File: src/rtl/pc_pkg.sv
// Shared types and constants for the next-PC sequencer.
// PC_TRAP_EN selects misaligned-target trapping instead of silent target alignment.
package pc_pkg;

  localparam int XLEN = 32;
  localparam logic [XLEN-1:0] PC_STEP              = 32'd4;
  localparam logic [XLEN-1:0] DEFAULT_RESET_VECTOR = 32'h0000_0000;
  localparam logic [XLEN-1:0] DEFAULT_TRAP_VECTOR  = 32'h0000_0100;

`ifdef PC_TRAP_EN
  localparam bit TRAP_EN = 1'b1;
`else
  localparam bit TRAP_EN = 1'b0;
`endif

  typedef enum logic [1:0] {
    ST_BOOT = 2'b00,
    ST_RUN  = 2'b01,
    ST_HALT = 2'b10
  } pc_state_e;

  function automatic logic misaligned(input logic [XLEN-1:0] addr);
    return addr[1:0] != 2'b00;
  endfunction

endpackage

File: src/rtl/pc_redirect_mux.sv
// RUN-state next-PC select: trap > jump > branch > stall > pc+4, plus misaligned-target detection.
// Purely combinational; trap path only exists when PC_TRAP_EN is defined.
module pc_redirect_mux
  import pc_pkg::*;
#(
  parameter logic [XLEN-1:0] TRAP_VECTOR = DEFAULT_TRAP_VECTOR
) (
  input  logic [XLEN-1:0] pc_i,
  input  logic            branch_taken_i,
  input  logic [XLEN-1:0] branch_target_i,
  input  logic            jump_vld_i,
  input  logic [XLEN-1:0] jump_target_i,
  input  logic            stall_i,
  output logic [XLEN-1:0] pc_next_o,
  output logic            trap_o
);

  logic            redirect;
  logic [XLEN-1:0] target;

  assign redirect = jump_vld_i | branch_taken_i;
  assign target   = jump_vld_i ? jump_target_i : branch_target_i;
  // With trapping disabled this folds to 0 and the target is simply word-aligned.
  assign trap_o   = TRAP_EN && redirect && misaligned(target);

  always_comb begin
    pc_next_o = pc_i + PC_STEP;
    if (trap_o) begin
      pc_next_o = TRAP_VECTOR;
    end else if (redirect) begin
      pc_next_o = {target[XLEN-1:2], 2'b00};
    end else if (stall_i) begin
      pc_next_o = pc_i;
    end
  end

endmodule

File: src/rtl/pc_sequencer.sv
// Next-PC controller: BOOT/RUN/HALT sequencing, redirect arbitration, instret and epc.
// PC_TRAP_EN enables misaligned-fetch traps; otherwise trapTaken and epc stay 0.
module pc_sequencer
  import pc_pkg::*;
#(
  parameter logic [XLEN-1:0] RESET_VECTOR = DEFAULT_RESET_VECTOR,
  parameter logic [XLEN-1:0] TRAP_VECTOR  = DEFAULT_TRAP_VECTOR,
  parameter int              BOOT_CYCLES  = 4
) (
  input  logic            clk,
  input  logic            reset,
  input  logic [XLEN-1:0] pc,
  input  logic            branchTaken,
  input  logic [XLEN-1:0] branchTarget,
  input  logic            jumpValid,
  input  logic [XLEN-1:0] jumpTarget,
  input  logic            stall,
  input  logic            haltReq,
  input  logic            resumeReq,
  output logic [XLEN-1:0] pcNext,
  output logic            fetchValid,
  output logic            halted,
  output logic [XLEN-1:0] instret,
  output logic [XLEN-1:0] epc,
  output logic            trapTaken
);

  localparam int              CNT_W     = (BOOT_CYCLES > 1) ? $clog2(BOOT_CYCLES) : 1;
  localparam logic [CNT_W-1:0] BOOT_LAST = CNT_W'(BOOT_CYCLES - 1);

  pc_state_e        state_q;
  logic [CNT_W-1:0] boot_cnt_q;
  logic [XLEN-1:0]  instret_q, instret_d;
  logic [XLEN-1:0]  epc_q;
  logic [XLEN-1:0]  run_pc_next;
  logic             run_trap;

  pc_redirect_mux #(
    .TRAP_VECTOR(TRAP_VECTOR)
  ) u_redirect (
    .pc_i           (pc),
    .branch_taken_i (branchTaken),
    .branch_target_i(branchTarget),
    .jump_vld_i     (jumpValid),
    .jump_target_i  (jumpTarget),
    .stall_i        (stall),
    .pc_next_o      (run_pc_next),
    .trap_o         (run_trap)
  );

  assign instret_d = instret_q + 32'd1;

  always_ff @(posedge clk or posedge reset) begin
    if (reset) begin
      state_q    <= ST_BOOT;
      boot_cnt_q <= '0;
      instret_q  <= '0;
      epc_q      <= '0;
    end else begin
      case (state_q)
        ST_BOOT: begin
          if (boot_cnt_q == BOOT_LAST) begin
            state_q    <= ST_RUN;
            boot_cnt_q <= '0;
          end else begin
            boot_cnt_q <= boot_cnt_q + CNT_W'(1);
          end
        end
        ST_RUN: begin
          if (run_trap) epc_q <= pc;
          if (!stall && !run_trap) instret_q <= instret_d;
          // The halting cycle's redirect is still honoured by the combinational path.
          if (haltReq) state_q <= ST_HALT;
        end
        ST_HALT: begin
          if (resumeReq) state_q <= ST_RUN;
        end
        default: state_q <= ST_BOOT;
      endcase
    end
  end

  always_comb begin
    pcNext     = RESET_VECTOR;
    fetchValid = 1'b0;
    halted     = 1'b0;
    trapTaken  = 1'b0;
    case (state_q)
      ST_RUN: begin
        pcNext     = run_pc_next;
        fetchValid = 1'b1;
        trapTaken  = run_trap;
      end
      ST_HALT: begin
        pcNext = pc;
        halted = 1'b1;
      end
      default: ;
    endcase
  end

  assign instret = instret_q;
  assign epc     = epc_q;

endmodule

File: config.mk
export PLATFORM = sky130hd
export DESIGN_NAME = pc_sequencer
export DESIGN_NICKNAME = d
export VERILOG_FILES = /design/src/rtl/pc_pkg.sv /design/src/rtl/pc_redirect_mux.sv /design/src/rtl/pc_sequencer.sv
export SDC_FILE = /design/constraint.sdc
export NUM_CORES = 1
export LEC_CHECK = 0
export CAP_MARGIN = 20
export CORE_UTILIZATION = 25
export CTS_CLUSTER_DIAMETER = 200
export CTS_CLUSTER_SIZE = 24
export DETAILED_ROUTE_END_ITERATION = 6
export GPL_TIMING_DRIVEN = 0
export PLACE_DENSITY_LB_ADDON = 0.3
export SYNTH_ARGS = -nofsm -noshare
export SYNTH_HDL_FRONTEND = slang
export SYNTH_SLANG_ARGS = --single-unit
File: constraint.sdc
create_clock -name clk -period 2.83 [get_ports clk]
set_input_delay 0.7075 -clock clk [delete_from_list [all_inputs] [get_ports clk]]
set_output_delay 0.7075 -clock clk [all_outputs]
set_load 0.005 [all_outputs]
==> flow_summary.ini <==
[clock_network]
clk_latency_ns = 0.27
root_buffer = clkbuf_16
clock_path_buffers = 2
cts_sinks = 36
postCtsHoldBufs = 0
cts_tree = done
cts_max_level = 2
clk_pin_slew_ns = 0.05
cts-buffers-inserted = 5

[sta]
hold_slack_ns = 0.473
fmax_mhz = 329
hold_viol = 0
slew_viol_final = 0
fin_crit_sh = 1.07
relSlewSlack = 0.613
tightestPinTransition_ns = 0.580
rsz0062_at_grt = yes
period_minus_slack_ns = 3.03
clock_skew_ns = 0.00206
setup_violations = 10
worst_slack_ns = -0.205

[grt]
grt_overflow = 0
met2_usage = 0.356
grt_pass1_wl_mm = 23.3
grt_use_met1 = 0.231
antenna_found_initial = 0
grt_max_degree = 25
grt_pass1_vias = 4450
top_usage_layer = met2
grtUsageTotal = 0.199
use_met3 = 0.0407

[synth]
ys_ff_latch = 36
mappedNetlistArea_sq_um = 3590
syn_inst = 452
syn_area_per_cell_sq_um = 7.94
synth_async_sr_flop_share = 1.00
synth.distinct_cells = 61
yosysWarnings = 0
synth.yosys.seq_area_share = 0.251
synth_flop_cell = dfrtp_1
synth-edff-count = 0

[finish]
antennaDiodeCount = 0
drive_above_1_share = 0.332
syn2layout_area_growth_pct = 88.0
nFillCells = 1268
fin_nets = 817
stdcell_count = 888

[route]
vias = 4692
dr.pass1.iters = 5
drt_iter0_drc = 368
routedWlPerCell_um = 17.9
drcViolationCount = 0
viasPerCell = 5.28
drtAntennaViolNets = 0
drt_wl_total_mm = 15.9

[critical_path]
critical_path.slowest_cell = or3_4
critPathKind = in2out
critical_path.max_fanout = 4
reg2reg_from = state_q[0]$_DFFE_PP0P_
cp-end-kind = output pin
crit_arrival_ns = 2.33
worstPathRequired_ns = 2.12
crit_chain = buf_12, nand4b_4, or2_4, buf_6, or3_4, o311ai_4, o311ai_2, buf_2
critPathMaxStageDelay_ns = 0.36
crit_start = stall
start_kind = input port

[floorplan]
core_area_sq_um = 13900
chipHeight_um = 122
num_rows = 43
die_width_um = 122
initial_core_util = 0.257
io_pins = 202
die-area_sq_um = 14800

[placed_design]
portBuffers = 162
gp_congestion = 0.897
dp_slack_ns = -1.45
place_inst = 827
hpwl_mm = 11.1

[power]
vdd.ir_drop.worst_uv = 273
finalPower_w = 0.00324
p_per_area_nw_per_um2 = 481
p_leak_nw = 2.98

[hold_path]
hold_start = instret[31]$_DFFE_PP0P_
hp-class = reg2reg

[outcome]
status = complete, but fails checks
failed_checks = setup timing

[job]
drv_cap = 0
## kinds of logic (layout without fill, tap and decap cells)
family,after synthesis,after routing,share of synthesized area
adder cells (fa/ha/maj),7,7,0.0244
XOR/XNOR,33,33,0.0806
flip-flops,36,36,0.251
other,1,33,0.00105
multiplexers,4,4,0.0119
buffers and inverters,76,300,0.116
AND/OR/NAND/NOR,166,166,0.266
AO/OA/AOI/OAI,129,129,0.249
## flip-flops by register name, summed over array words and instances, names as in the netlist
name	count
boot_cnt_q	2
instret	32
state_q	2
## layer usage
metal | routed length [um] | vias to the layer above
met5 | 0 | -
met4 | 572 | 0
met3 | 1550 | 48
met2 | 7820 | 276
met1 | 5970 | 2231
li1 | - | 2137
## cell usage in the layout, fill, tap and decap left out, types with 7 or more instances in the layout
| master | n |
|---|---|
| a21oi_1 | 7 |
| buf_2 | 14 |
| buf_4 | 76 |
| buf_6 | 27 |
| buf_8 | 10 |
| clkbuf_2 | 11 |
| clkdlybuf4s50_1 | 102 |
| conb_1 | 33 |
| dfrtp_1 | 36 |
| dlygate4sd2_1 | 10 |
| inv_1 | 19 |
| nand2_1 | 34 |
| nand2b_1 | 8 |
| nand3_1 | 13 |
| nand4_1 | 17 |
| nor2_1 | 25 |
| o21ai_0 | 18 |
| o21ai_1 | 16 |
| o221ai_1 | 11 |
| o221ai_2 | 8 |
| xnor2_1 | 24 |
| xor2_1 | 9 |
## critical path, delay by kind of cell
family / cells / cell delay, ns
AND/OR/NAND/NOR: 3 / 0.81
buffers and inverters: 3 / 0.38
AO/OA/AOI/OAI: 2 / 0.41
## report_power, final
group / internal [W] / switching [W]
Clock: 0.000351 / 0.000192
Combinational: 0.00104 / 0.00101
Sequential: 0.000578 / 0.0000622
## final cells by class
type,count,area (sq um),area share
multi-input combinational,372,2870,0.425
clock buffer,8,146,0.0217
sequential,36,901,0.134
buffer,52,435,0.0646
timing repair buffer,219,2090,0.310
tap,180,225,0.0334
inverter,21,78.8,0.0117
## final timing paths
path                                           end  depth (start not counted)  slack (ns)
min in group asynchronous  instret[31]$_DFFE_PP0P_                          2        0.80
setup reg to reg           instret[26]$_DFFE_PP0P_                          8        0.73
hold reg to reg            instret[31]$_DFFE_PP0P_                          1        0.47
max in group asynchronous   instret[3]$_DFFE_PP0P_                          3        1.51
setup / recovery                        pcNext[31]                          8       -0.20
hold / removal             instret[31]$_DFFE_PP0P_                          1        0.47
## cell usage after synthesis, types with 6 or more instances
| master | instances | share of area |
|---|---|---|
| nand3_1 | 19 | 0.027 |
| o21ai_0 | 34 | 0.047 |
| nand2b_1 | 9 | 0.016 |
| and3_1 | 8 | 0.014 |
| nand4_1 | 17 | 0.030 |
| o22ai_1 | 6 | 0.010 |
| nor4_1 | 8 | 0.014 |
| a22oi_1 | 7 | 0.015 |
| a21boi_0 | 8 | 0.017 |
| xor2_1 | 9 | 0.022 |
| dfrtp_1 | 36 | 0.25 |
| buf_4 | 33 | 0.069 |
| ha_1 | 7 | 0.024 |
| and2_1 | 6 | 0.010 |
| xnor2_1 | 24 | 0.059 |
| a21oi_1 | 9 | 0.013 |
| a31oi_1 | 7 | 0.012 |
| clkbuf_1 | 15 | 0.016 |
| inv_1 | 21 | 0.022 |
| o221ai_1 | 20 | 0.049 |
| nor2_1 | 27 | 0.028 |
| nand2_1 | 38 | 0.040 |
| and4_1 | 8 | 0.020 |
## timing repair
item,4_1_cts,5_1_grt
buffers inserted,42,19
endpoints found under the setup margin,32,30
pin swaps,38,38
resized for setup,319,106
## per-stage QoR
stage	instance area, sq um	setup TNS [ns]	utilization
2_1_floorplan	3710	0	-
3_3_place_gp	5550	-37.75	0.399
3_5_place_dp	5580	-37.51	0.401
5_1_grt	6740	-1.84	0.484
4_1_cts	6310	-1.18	0.453
6_report	6740	-1.14	0.484
(Power assumes the default switching activity.)
